### config.mk
export PLATFORM = sky130hd
export DESIGN_NAME = pc_redirect_flat
export DESIGN_NICKNAME = d
export VERILOG_FILES = /design/src/rtl/pc_redirect_if.sv /design/src/rtl/pc_redirect.sv /design/src/flat_wrapper.sv
export SDC_FILE = /design/constraint.sdc
export NUM_CORES = 1
export LEC_CHECK = 0
export CAP_MARGIN = 10
export CORE_MARGIN = 2
export CORE_UTILIZATION = 44
export DETAILED_ROUTE_END_ITERATION = 7
export PLACE_DENSITY = 0.71
export SLEW_MARGIN = 20
export SYNTH_ARGS = -nofsm -noshare
export SYNTH_HDL_FRONTEND = slang
export SYNTH_SLANG_ARGS = --single-unit
### constraint.sdc
create_clock -name clk -period 2.1 [get_ports clk]
set_input_delay 0.42 -clock clk [delete_from_list [all_inputs] [get_ports clk]]
set_output_delay 0.42 -clock clk [all_outputs]
set_load 0.02 [all_outputs]
### src/rtl/pc_redirect_if.sv
// Request channel from the execute stage into the PC redirect unit.
// Handshake: a request transfers on a rising clk edge where req_valid and
// req_ready are both 1; the master holds its fields stable while req_valid
// is high and req_ready is low, and req_ready never depends on req_valid.
interface pc_redirect_if #(
    parameter int ADDR_W = 9
);
    logic              req_valid;
    logic              req_ready;
    logic [1:0]        req_type;
    logic              req_cond;
    logic [ADDR_W-1:0] req_base;
    logic [ADDR_W-1:0] req_offset;
    logic [ADDR_W-1:0] req_target;

    modport master (
        output req_valid, req_type, req_cond, req_base, req_offset, req_target,
        input  req_ready
    );

    modport slave (
        input  req_valid, req_type, req_cond, req_base, req_offset, req_target,
        output req_ready
    );
endinterface

### src/rtl/pc_redirect.sv
// Control-flow redirect unit: turns resolved branch/jump/call/return requests
// into a one-cycle PC write plus a multi-cycle flush, with a circular
// return-address stack that overwrites its oldest entry when full.
module pc_redirect #(
    parameter int ADDR_W       = 9,
    parameter int RAS_DEPTH    = 4,
    parameter int FLUSH_CYCLES = 2
) (
    input  logic              clk,
    input  logic              reset,
    pc_redirect_if.slave      req,
    output logic              pc_we,
    output logic [ADDR_W-1:0] pc_new_addr,
    output logic              flush,
    output logic              ras_empty,
    output logic              ras_full,
    output logic              misalign_err,
    output logic [1:0]        dbg_state
);
    localparam int PTR_W = (RAS_DEPTH > 1) ? $clog2(RAS_DEPTH) : 1;
    localparam int CNT_W = $clog2(FLUSH_CYCLES + 1);

    typedef enum logic [1:0] {IDLE = 2'd0, REDIRECT = 2'd1, FLUSH = 2'd2} state_t;

    state_t            state_q, state_d;
    logic [CNT_W-1:0]  flush_cnt_q;
    logic [ADDR_W-1:0] target_q;
    logic              misalign_q;

    logic [ADDR_W-1:0] ras_mem [RAS_DEPTH];
    logic [PTR_W-1:0]  ras_wp_q;
    logic [PTR_W:0]    ras_cnt_q;
    logic [PTR_W-1:0]  ras_top;

    logic              accept;
    logic              redirect;
    logic              do_push;
    logic              do_pop;
    logic [ADDR_W-1:0] raw_target;

    // The write pointer points at the next free slot; the top entry sits just below it.
    assign ras_top   = ras_wp_q - PTR_W'(1);
    assign ras_empty = (ras_cnt_q == '0);
    assign ras_full  = (ras_cnt_q == (PTR_W+1)'(RAS_DEPTH));

    assign req.req_ready = (state_q == IDLE) && reset;
    assign accept        = req.req_valid && req.req_ready;

    // Decode the request into a raw target and the stack operation it implies.
    always_comb begin
        raw_target = req.req_target;
        do_push    = 1'b0;
        do_pop     = 1'b0;
        redirect   = 1'b0;
        case (req.req_type)
            2'b00: begin
                raw_target = req.req_base + ADDR_W'(4) + req.req_offset;
                redirect   = accept && req.req_cond;
            end
            2'b01: begin
                redirect = accept;
            end
            2'b10: begin
                do_push  = accept;
                redirect = accept;
            end
            default: begin
                if (!ras_empty) begin
                    raw_target = ras_mem[ras_top];
                    do_pop     = accept;
                end
                redirect = accept;
            end
        endcase
    end

    // State register and flush-length counter.
    always_ff @(posedge clk) begin
        if (!reset) begin
            state_q     <= IDLE;
            flush_cnt_q <= '0;
        end else begin
            state_q <= state_d;
            if (state_q == REDIRECT) begin
                flush_cnt_q <= CNT_W'(FLUSH_CYCLES - 1);
            end else if (state_q == FLUSH) begin
                flush_cnt_q <= flush_cnt_q - CNT_W'(1);
            end
        end
    end

    // Next-state logic and state-decoded outputs.
    always_comb begin
        state_d   = state_q;
        pc_we     = 1'b0;
        flush     = 1'b0;
        dbg_state = state_q;
        case (state_q)
            IDLE: begin
                if (redirect) state_d = REDIRECT;
            end
            REDIRECT: begin
                pc_we   = 1'b1;
                flush   = 1'b1;
                state_d = (FLUSH_CYCLES == 1) ? IDLE : FLUSH;
            end
            FLUSH: begin
                flush = 1'b1;
                if (flush_cnt_q == CNT_W'(1)) state_d = IDLE;
            end
            default: state_d = IDLE;
        endcase
    end

    // Capture the aligned target; the misalign flag lives only for the REDIRECT cycle.
    always_ff @(posedge clk) begin
        if (!reset) begin
            target_q   <= '0;
            misalign_q <= 1'b0;
        end else begin
            misalign_q <= 1'b0;
            if (redirect) begin
                target_q   <= {raw_target[ADDR_W-1:2], 2'b00};
                misalign_q <= |raw_target[1:0];
            end
        end
    end

    assign pc_new_addr  = target_q;
    assign misalign_err = misalign_q;

    // Return-address stack: circular, so a push when full overwrites the oldest entry.
    always_ff @(posedge clk) begin
        if (!reset) begin
            ras_wp_q  <= '0;
            ras_cnt_q <= '0;
        end else if (do_push) begin
            ras_mem[ras_wp_q] <= req.req_base + ADDR_W'(4);
            ras_wp_q          <= ras_wp_q + PTR_W'(1);
            if (!ras_full) ras_cnt_q <= ras_cnt_q + (PTR_W+1)'(1);
        end else if (do_pop) begin
            ras_wp_q  <= ras_top;
            ras_cnt_q <= ras_cnt_q - (PTR_W+1)'(1);
        end
    end
endmodule

### src/flat_wrapper.sv
// flat-port wrapper written by rule: the top's interface ports become plain ports
module pc_redirect_flat 
#(
    parameter int ADDR_W       = 9,
    parameter int RAS_DEPTH    = 4,
    parameter int FLUSH_CYCLES = 2
)
  (clk, reset, pc_we, pc_new_addr, flush, ras_empty, ras_full, misalign_err, dbg_state, req_req_valid, req_req_type, req_req_cond, req_req_base, req_req_offset, req_req_target, req_req_ready);
  pc_redirect_if #(.ADDR_W(ADDR_W)) req_i ();
  input  logic clk;
  input  logic reset;
  output logic pc_we;
  output logic [ADDR_W-1:0] pc_new_addr;
  output logic flush;
  output logic ras_empty;
  output logic ras_full;
  output logic misalign_err;
  output logic [1:0] dbg_state;
  input wire logic [$bits(req_i.req_valid)-1:0] req_req_valid;
  input wire logic [$bits(req_i.req_type)-1:0] req_req_type;
  input wire logic [$bits(req_i.req_cond)-1:0] req_req_cond;
  input wire logic [$bits(req_i.req_base)-1:0] req_req_base;
  input wire logic [$bits(req_i.req_offset)-1:0] req_req_offset;
  input wire logic [$bits(req_i.req_target)-1:0] req_req_target;
  output wire logic [$bits(req_i.req_ready)-1:0] req_req_ready;
  assign req_i.req_valid = req_req_valid;
  assign req_i.req_type = req_req_type;
  assign req_i.req_cond = req_req_cond;
  assign req_i.req_base = req_req_base;
  assign req_i.req_offset = req_req_offset;
  assign req_i.req_target = req_req_target;
  assign req_req_ready = req_i.req_ready;
  pc_redirect #(.ADDR_W(ADDR_W), .RAS_DEPTH(RAS_DEPTH), .FLUSH_CYCLES(FLUSH_CYCLES)) u_core (.clk(clk), .reset(reset), .req(req_i), .pc_we(pc_we), .pc_new_addr(pc_new_addr), .flush(flush), .ras_empty(ras_empty), .ras_full(ras_full), .misalign_err(misalign_err), .dbg_state(dbg_state));
endmodule
==> results of run 1 <==
worst paths after layout:
kind / slack, ns / endpoint / from / cells after the start
worst max-delay path: 0.1 / u_core.pc_new_addr[8]$_SDFFE_PN0P_ / req_req_base[2] / 9
worst min-delay path: 0.48 / u_core.pc_new_addr[2]$_SDFFE_PN0P_ / u_core.pc_new_addr[2]$_SDFFE_PN0P_ / 2
worst max register to register: 0.17 / u_core.pc_new_addr[8]$_SDFFE_PN0P_ / u_core.dbg_state[0]$_SDFFE_PN0P_ / 8
worst min register to register: 0.48 / u_core.pc_new_addr[2]$_SDFFE_PN0P_ / u_core.pc_new_addr[2]$_SDFFE_PN0P_ / 2
flip-flops by register name, indices dropped and copies added (netlist names):
name                 cells
u_core.ras_mem          36
u_core.pc_new_addr       7
u_core.ras_cnt_q         3
u_core.dbg_state         2
u_core.flush_cnt_q       2
u_core.ras_wp_q          2
u_core.misalign_err      1
stage by stage:
stage / cell area [um^2] / power, mW / hold WS [ns]
4_1_cts: 4020 / 3.02 / 0.478
2_1_floorplan: 2940 / 1.85 / 0.437
5_1_grt: 4150 / 3.21 / 0.518
3_5_place_dp: 3870 / 2.31 / 0.465
3_3_place_gp: 3870 / 2.30 / 0.459
6_report: 4150 / 3.05 / 0.478
timing repair:
item	4_1_cts	5_1_grt
setup endpoints to repair	9	8
gates resized for setup	18	25
buffers inserted	0	3
hold buffers	0	0
pin swaps	3	9
cell usage in the layout, fill, tap and decap left out, types with 6 or more instances in the layout:
cell,count
nor2_1,8
nand2_1,14
mux4_2,7
dfxtp_1,15
edfxtp_1,36
o21ai_0,8
ha_1,14
dlymetal6s2s_1,6
a21oi_1,13
inv_1,14
buf_4,50
clkdlybuf4s50_1,36
and3_1,7
per-layer routing:
layer  vias to the layer above  routed length, um  track usage, %
met5                         -                  0               0
met4                         0                114            6.20
met3                        12                291            3.60
met2                        59               3520            33.9
met1                      1093               3170            26.3
li1                       1130                  -               -
cell families after synthesis:
family	synth area share, %
buffers and inverters	4.54
multiplexers	6.82
adder cells (fa/ha/maj)	10.4
XOR/XNOR	4.41
AND/OR/NAND/NOR	9.69
flip-flops	48.7
AO/OA/AOI/OAI	15.3
other	0.128
cells in the mapped netlist, types with 2 or more instances:
library cell / count / area, um^2
nand2_1: 14 / 52.6
and3_1: 9 / 56.3
o21a_1: 2 / 15.0
clkbuf_1: 4 / 15.0
nor2b_1: 2 / 12.5
or3_1: 2 / 12.5
edfxtp_1: 36 / 1080
a31oi_1: 4 / 25.0
buf_6: 3 / 33.8
nand4_1: 3 / 18.8
a221oi_1: 4 / 35.0
mux4_2: 7 / 158
nor2_1: 8 / 30.0
o21ai_0: 11 / 55.1
mux2i_1: 3 / 30.0
and2_1: 4 / 25.0
xnor2_1: 8 / 70.1
buf_4: 3 / 22.5
ha_1: 21 / 263
o21ai_2: 2 / 17.5
a21oi_1: 14 / 70.1
nand3_1: 7 / 35.0
inv_1: 14 / 52.6
dfxtp_1: 17 / 340
o31ai_1: 5 / 37.5
xor2_1: 4 / 35.0
fa_1: 2 / 40.0
nor3_1: 3 / 15.0
a21o_1: 4 / 30.0
o211ai_1: 3 / 22.5
a211oi_1: 2 / 15.0
a211o_1: 3 / 26.3
power by group through the flow:
| stage | sequential (mW) | clock, mW | combinational [mW] |
|---|---|---|---|
| after floorplan | 1.30 | 0 | 0.550 |
| after global placement | 1.26 | 0 | 1.04 |
| after detailed placement | 1.26 | 0 | 1.05 |
| after CTS | 1.23 | 0.726 | 1.06 |
| after global routing | 1.25 | 0.772 | 1.19 |
| final | 1.24 | 0.715 | 1.09 |
final cells by class:
class                   instances  share of cell area (%)
clock buffers                   5                    1.66
inverters                      15                    1.36
flip-flops and latches         53                    34.3
repair buffers                102                    22.7
well taps                      77                    2.32
multi-input cells             168                    36.5
clock inverters                 3                    1.18
worst reg2reg max path: cells and delay by family (launching register included):
family                   cells  cell delay [ns]
buffers and inverters        2             0.22
adder cells (fa/ha/maj)      1             0.22
flip-flops                   1             0.36
AND/OR/NAND/NOR              3             0.75
AO/OA/AOI/OAI                2             0.29
==> qor.txt, run 1 <==
Mapped Area: 2920 um^2
Worst VDD drop: 374 uV
CP top delay family: adder cells
Hold Violations, Final: 0
Leakage power: 1.69 nW
Hold WC Path Type: reg2reg
Avg Cell Area, Syn: 11.9 um^2
Sequential Area: 1420 um^2
CTS max path bufs: 2
Top_reg_cell synth: edfxtp_1
Fillers: 485
First-pass GRT wire length: 11200 um
Finished Core Util: 65.0%
# clock sinks: 53
Die footprint: 7300 um^2
Number of synthesized flops with an enable pin: 36
CP cell instances: clkdlybuf4s15_1 > ha_4 > xor2_1 > ha_2 > o211ai_1 > o21ai_1 > o21ai_2 > and3b_1 > or3_1
Library cells used by synthesis: 50
Mapped Cells: 246
Layout Skew: 0.00411 ns
# Max-Cap Violations: 0
CTS tree: built
Post-synthesis async set-or-reset flop share: 0%
Clock root cell: clkbuf_8
Placer Congestion: 0.840
Chip Width: 85.5 um
Initial antenna violation count: 0
1st-pass router iterations: 4
Part of the Yosys area used for sequential elements: 48.7%
Critical path class: in2reg
Vias/cell: 5.42
Remaining antenna violation count: 0
Fmax: 499 MHz
Worst-skew pair later-pin latency: 0.31 ns
Layout cell share with drive strength beyond 1: 29.2%
Number of synthesized register bits: 53
Setup TNS: 0 ns
Chip height: 85.5 um
Vias: 2294
Crit Path Max Fanout: 4
Placed cells: 412
Critical path's largest stage delay: 0.37 ns
Starting Density: 45.7%
NetSw: 937 uW
Fin crit period: 2.00 ns
Yosys warns: 0
Crit-path slowest cell: ha_2
Bufs and invs on worst path: 1
PnR worst setup slack: 0.0951 ns
GRT overflow: 0
Worst setup EP type: flip-flop
N_diodes: 0
P_int: 2.11 mW
IO buf count: 47
Final period utilization: 95.5%
Placement Rows: 29
Switching Share: 30.8%
DP Worst Slack: -0.575 ns
Syn-to-layout area delta: 42.3%
Data required, critical path: 2.30 ns
DP HPWL: 5260 um
Slew Limit Fails: 0
H-tree depth: 2
Clock network power share: 23.5%
Vias in the first global route: 2298
Final setup viols: 0
Core Box Area: 6390 um^2
WL per Instance: 16.8 um
Critical Path Source Type: primary input
Fin cells: 423
Combinational share of power: 35.9%
Status: finished clean
Reg clk slew, reported paths: 0.10 ns
TritonCTS Buffers: 5
Pwr Density: 734 nW/um^2
IO Pins: 50
Multi-input logic area: 1520 um^2
Largest net degree at the start of global routing: 19
Reg power frac: 40.6%
Routed WL: 7090 um
First DRT Iteration DRCs: 129
Detailed-route DRC error count: 0
Gr usage total: 20.0%
Fin nets: 401
CP arrival: 2.20 ns
Power figures use the tool's default switching activity.
==> inputs of run 2 (changes only) <==
--- a/config.mk
+++ b/config.mk
@@ -5,7 +5,8 @@
 export SDC_FILE = /design/constraint.sdc
 export NUM_CORES = 1
 export LEC_CHECK = 0
-export CAP_MARGIN = 10
+export CAP_MARGIN = 30
+export CORE_ASPECT_RATIO = 0.6
 export CORE_MARGIN = 2
 export CORE_UTILIZATION = 44
 export DETAILED_ROUTE_END_ITERATION = 7
==> qor.txt, run 2 (synthesis gave the netlist of run 1 again) <==
Status: finished clean (unchanged)
Layout cell share with drive strength beyond 1: 29.1% (was 29.2%)
Number of flip-flops in the largest register: 36 (unchanged)
Critical path's largest stage delay: 0.35 ns (was 0.37 ns)
Setup TNS: 0 ns (unchanged)
Worst setup EP type: flip-flop (unchanged)
Chip height: 67.1 um (was 85.5 um)
First-pass GRT wire length: 12100 um (was 11200 um)
WL per Instance: 17.8 um (was 16.8 um)
1st-pass router iterations: 4 (unchanged)
Finished Core Util: 66.6% (was 65.0%)
Die footprint: 7320 um^2 (was 7300 um^2)
Pwr Density: 704 nW/um^2 (was 734 nW/um^2)
Fin crit period: 2.04 ns (was 2.00 ns)
NetSw: 961 uW (was 937 uW)
Switching Share: 32.8% (was 30.8%)
Vias: 2369 (was 2294)
Worst-skew pair later-pin latency: 0.32 ns (was 0.31 ns)
Reg clk slew, reported paths: 0.10 ns (about the same)
Clock network power share: 19.8% (was 23.5%)
Bufs and invs on worst path: 3 (was 1)
Slew Limit Fails: 0 (unchanged)
IO Pins: 50 (unchanged)
Leakage power: 1.66 nW (was 1.69 nW)
CTS max path bufs: 2 (unchanged)
Core Box Area: 6250 um^2 (was 6390 um^2)
Largest Register: u_core.ras_mem (unchanged)
Clock root cell: clkbuf_8 (unchanged)
Most frequent CP cell: buf_6
Layout Skew: 0.00594 ns (was 0.00411 ns)
Placer Congestion: 0.810 (was 0.840)
Fillers: 503 (was 485)
Critical Path Source Type: primary input (unchanged)
CP top delay family: simple AND/OR/NAND/NOR gates (was adder cells)
DP HPWL: 5680 um (was 5260 um)
Total power: 2.93 mW (was 3.05 mW)
Reg power frac: 42.1% (was 40.6%)
CTS tree: built (unchanged)
Final setup viols: 0 (unchanged)
Fmax: 491 MHz (was 499 MHz)
RSZ-0062 raised after global routing: true
GRT overflow: 0 (unchanged)
Hold Violations, Final: 0 (unchanged)
Initial antenna violation count: 0 (unchanged)
Routed WL: 7690 um (was 7090 um)
Commonest non-fill, non-tap cells in the layout: buf_4, clkdlybuf4s50_1, edfxtp_1 (unchanged)
P_int: 1.97 mW (was 2.11 mW)
Crit-path slowest cell: or3_1 (was ha_2)
Placed inst area: 3860 um^2 (was 3870 um^2)
TritonCTS Buffers: 5 (unchanged)
Placement Rows: 22 (was 29)
CP cell instances: dlygate4sd2_1 > buf_6 > xnor2_4 > ha_4 > buf_6 > o211ai_1 > o21ai_1 > o21ai_2 > and3b_1 > or3_1 (was clkdlybuf4s15_1 > ha_4 > xor2_1 > ha_2 > o211ai_1 > o21ai_1 > o21ai_2 > and3b_1 > or3_1)
Chip Width: 109 um (was 85.5 um)
# clock sinks: 53 (unchanged)
Sequential Area: 1420 um^2 (about the same)
First DRT Iteration DRCs: 138 (was 129)
N_diodes: 0 (unchanged)
Combinational share of power: 38.0% (was 35.9%)
Crit Path Max Fanout: 3 (was 4)
Worst VDD drop: 333 uV (was 374 uV)
Largest net degree at the start of global routing: 16 (was 19)
Gr usage total: 22.9% (was 20.0%)
Critical path class: in2reg (unchanged)
Hold WC Path Type: reg2reg (unchanged)
Data required, critical path: 2.30 ns (about the same)
Fin nets: 402 (was 401)
Commonest non-fill, non-tap cell in the layout: buf_4 (unchanged)
Remaining antenna violation count: 0 (unchanged)
Vias/cell: 5.50 (was 5.42)
Starting Density: 46.7% (was 45.7%)
Detailed-route DRC error count: 0 (unchanged)
Fin area: 4160 um^2 (was 4150 um^2)
CP arrival: 2.24 ns (was 2.20 ns)
Worst R2R Setup Slack: 0.10 ns (was 0.17 ns)
Multi-input logic area: 1560 um^2 (was 1520 um^2)
IO buf count: 47 (unchanged)
H-tree depth: 2 (unchanged)
Syn-to-layout area delta: 42.6% (was 42.3%)
Vias in the first global route: 2296 (was 2298)
# Max-Cap Violations: 0 (unchanged)
Final period utilization: 97.1% (was 95.5%)
==> run 2: changes by cell type in the layout (fill, tap and decap cells not counted), sizes merged <==
cell          previous run  this run
dlymetal6s2s             6         2
dlygate4sd2              3         6
clkbuf                   6         8
clkinv                   0         2
buf                     55        56
bufinv                   1         0
clkinvlp                 1         0
inv                     16        15
==> run 2: worst paths after layout <==
kind	from	to	cells past startpoint
setup / recovery	req_req_base[5]	u_core.pc_new_addr[8]$_SDFFE_PN0P_	10
hold / removal	u_core.pc_new_addr[2]$_SDFFE_PN0P_	u_core.pc_new_addr[2]$_SDFFE_PN0P_	2
setup reg to reg	u_core.dbg_state[0]$_SDFFE_PN0P_	u_core.pc_new_addr[8]$_SDFFE_PN0P_	7
hold reg to reg	u_core.pc_new_addr[2]$_SDFFE_PN0P_	u_core.pc_new_addr[2]$_SDFFE_PN0P_	2
==> run 2: stage by stage <==
step                setup slack, ns  instances  hold WS (ns)
global placement             -0.557        417         0.450
CTS                         -0.0918        428         0.483
detailed placement           -0.738        417         0.469
floorplan                    0.0247        247         0.437
global route                -0.0448        431         0.501
finish                       0.0617        431         0.481
==> run 2: repair_timing <==
action,in CTS,in global routing
setup buffers,3,3
gates cloned,0,0
gates resized for setup,28,19
hold buffers,0,0
pin swaps,11,4
endpoints found under the setup margin,8,7
==> run 2: power by group through the flow <==
stage	Sequential (mW)	Clock, mW	Combinational, mW
3_3_place_gp	1.26	0	1.02
6_report	1.23	0.581	1.11
4_1_cts	1.23	0.586	1.07
2_1_floorplan	1.30	0	0.550
5_1_grt	1.24	0.630	1.22
3_5_place_dp	1.26	0	1.05
==> run 2: routing by layer <==
layer  GRT usage [%]  vias up  share of wire, %
li1                -     1130                 -
met1            33.5     1134                47
met2            33.7       91                42
met3            4.89       14               9.0
met4            6.89        0               1.9
met5               0        -                 0
==> run 2: cell type report <==
cell class              instances  share of cell area [%]
multi-input cells             168                    37.5
flip-flops and latches         53                    34.2
repair buffers                103                    22.5
well taps                      84                    2.53
clock buffers                   6                    1.74
inverters                      15                    1.35
clock inverters                 2                   0.241
==> run 2: worst min-delay path, cell delays in order (launching register included) <==
cell and delay (ns):
dfxtp_1 0.32, nand3_1 0.06, o31ai_1 0.06
==> inputs of run 3 (changes only) <==
--- a/config.mk
+++ b/config.mk
@@ -10,8 +10,10 @@
 export CORE_MARGIN = 2
 export CORE_UTILIZATION = 44
 export DETAILED_ROUTE_END_ITERATION = 7
-export PLACE_DENSITY = 0.71
+export DONT_BUFFER_PORTS = 1
+export HOLD_SLACK_MARGIN = 0.03
 export SLEW_MARGIN = 20
 export SYNTH_ARGS = -nofsm -noshare
 export SYNTH_HDL_FRONTEND = slang
 export SYNTH_SLANG_ARGS = --single-unit
+export TNS_END_PERCENT = 20
==> qor.txt, run 3 (synthesis gave the netlist of run 1 again) <==
Starting Density: 46.7% (unchanged)
Critical path class: reg2reg (was in2reg)
Detailed-route DRC error count: 0 (unchanged)
Wl on met1: 3530 um (was 3610 um)
WL met3: 654 um (was 693 um)
WL per Instance: 18.9 um (was 17.8 um)
Number of flip-flops in the largest register: 36 (unchanged)
Post-CTS setup buffers: 0 (was 3)
Syn-to-layout area delta: 14.6% (was 42.6%)
Remaining antenna violation count: 0 (unchanged)
Routed WL: 6910 um (was 7690 um)
Layout Skew: 0.0152 ns (was 0.00594 ns)
Hold Path Origin: req_req_base[1] (was u_core.pc_new_addr[2]$_SDFFE_PN0P_)
DP HPWL: 5350 um (was 5680 um)
Placer Congestion: 0.797 (was 0.810)
Crit Path Max Fanout: 4 (was 3)
TritonCTS Buffers: 5 (unchanged)
Chip height: 67.1 um (unchanged)
Reg2Reg Depth: 8 (was 7)
CTS max path bufs: 2 (unchanged)
Vias/cell: 5.61 (was 5.50)
# Max-Cap Violations: 0 (unchanged)
First DRT Iteration DRCs: 187 (was 138)
Highest metal used: met4 (unchanged)
Layout cell share with drive strength beyond 1: 22.3% (was 29.1%)
Worst-skew pair later-pin latency: 0.32 ns (about the same)
Core Box Area: 6250 um^2 (unchanged)
Pwr Density: 805 nW/um^2 (was 704 nW/um^2)
H-tree depth: 2 (unchanged)
Status: finished clean (unchanged)
Data required, critical path: 2.32 ns (was 2.30 ns)
Placement Rows: 22 (unchanged)
FF-to-FF End: u_core.pc_new_addr[8]$_SDFFE_PN0P_ (unchanged)
Finished Core Util: 53.5% (was 66.6%)
CP arrival: 2.15 ns (was 2.24 ns)
GRT overflow: 0 (unchanged)
# clock sinks: 53 (unchanged)
RR Startpoint: u_core.dbg_state[0]$_SDFFE_PN0P_ (unchanged)
Clock root cell: clkbuf_8 (unchanged)
Worst setup EP type: flip-flop (unchanged)
Leakage power: 1.33 nW (was 1.66 nW)
CTS hold repair buffers: 0 (unchanged)
Die footprint: 7320 um^2 (unchanged)
Hold Path Stages: 0 (was 2)
Commonest non-fill, non-tap cell in the layout: buf_4 (unchanged)
Total power: 2.69 mW (was 2.93 mW)
Fmax: 517 MHz (was 491 MHz)
Vias in the first global route: 1939 (was 2296)
Largest net degree at the start of global routing: 20 (was 16)
Vias: 2054 (was 2369)
IO Pins: 50 (unchanged)
RSZ-0062 raised after global routing: false (was true)
Reg clk slew, reported paths: 0.11 ns (was 0.10 ns)
CTS tree: built (unchanged)
Final setup viols: 0 (unchanged)
Fin crit period: 1.93 ns (was 2.04 ns)
Post-CTS Resized: 0 (was 28)
Hold Violations, Final: 0 (unchanged)
Worst VDD drop: 321 uV (was 333 uV)
Fin cells: 366 (was 431)
Hold WC Path Type: in2reg (was reg2reg)
Commonest non-fill, non-tap cells in the layout: buf_4, edfxtp_1, ha_1 (was buf_4, clkdlybuf4s50_1, edfxtp_1)
Fin nets: 337 (was 402)
First-pass GRT wire length: 10900 um (was 12100 um)
Metal2 WL: 2690 um (was 3240 um)
Chip Width: 109 um (unchanged)
Gr usage total: 20.5% (was 22.9%)
Placed cells: 358 (was 417)
Slew Limit Fails: 0 (unchanged)
IO buf count: 0 (was 47)
Hold endpoint: u_core.ras_mem[0][1]$_DFFE_PP_ (was u_core.pc_new_addr[2]$_SDFFE_PN0P_)
Critical Path Source Type: flip-flop (was primary input)
1st-pass router iterations: 4 (unchanged)
Largest Register: u_core.ras_mem (unchanged)
Final period utilization: 92.1% (was 97.1%)
Worst R2R Setup Slack: 0.17 ns (was 0.10 ns)
N_diodes: 0 (unchanged)
Initial antenna violation count: 0 (unchanged)
[run 3: how the worst max path moves through the flow]
stage,from,end,slack (ns),cells after the start
2_1_floorplan,req_req_base[2],u_core.pc_new_addr[8]$_SDFFE_PN0P_,0.02,8
3_3_place_gp,req_req_offset[0],u_core.pc_new_addr[8]$_SDFFE_PN0P_,-0.07,7
3_5_place_dp,req_req_base[2],u_core.pc_new_addr[8]$_SDFFE_PN0P_,-0.08,8
4_1_cts,u_core.dbg_state[0]$_SDFFE_PN0P_,u_core.ras_cnt_q[2]$_SDFFE_PN0P_,0.17,8
5_1_grt,u_core.dbg_state[0]$_SDFFE_PN0P_,u_core.ras_cnt_q[2]$_SDFFE_PN0P_,0.03,8
6_report,u_core.dbg_state[0]$_SDFFE_PN0P_,u_core.pc_new_addr[8]$_SDFFE_PN0P_,0.17,8
[run 3: layout make-up]
| type | count | area (um^2) |
|---|---|---|
| sequential | 53 | 1420 |
| clock inverter | 3 | 23.8 |
| tap | 84 | 105 |
| clock buffer | 5 | 68.8 |
| multi-input combinational | 168 | 1380 |
| inverter | 15 | 56.3 |
| timing repair buffer | 38 | 285 |
| fill | 551 | 2900 |
[run 3: stage by stage]
step	hold WS [ns]	TNS, ns	setup WS [ns]	cell area [um^2]
6_report	0.197	0	0.166	3340
5_1_grt	0.182	0	0.0291	3340
4_1_cts	0.191	0	0.167	3340
3_5_place_dp	0.471	-0.0911	-0.0834	3250
3_3_place_gp	0.454	-0.0666	-0.0666	3250
2_1_floorplan	0.437	0	0.0247	2940
[run 3: where the power goes]
group,switching [mW],internal (mW),total [mW]
sequential,0.0776,1.19,1.26
combinational,0.446,0.361,0.807
clock,0.377,0.243,0.620
[run 3: critical path, stage by stage, from the launching register on]
cell and delay [ns]:
dfxtp_1 0.33, inv_1 0.08, ha_1 0.18, and3_1 0.25, o21ai_2 0.09, a311oi_1 0.30, buf_4 0.18, a21oi_1 0.07
or3_1 0.35
[run 3: per-layer routing]
metal  vias to the layer above  track usage, %
met3                         4            5.28
li1                        992               -
met4                         0            3.85
met5                         -               0
met2                        81            27.2
met1                       977            32.7
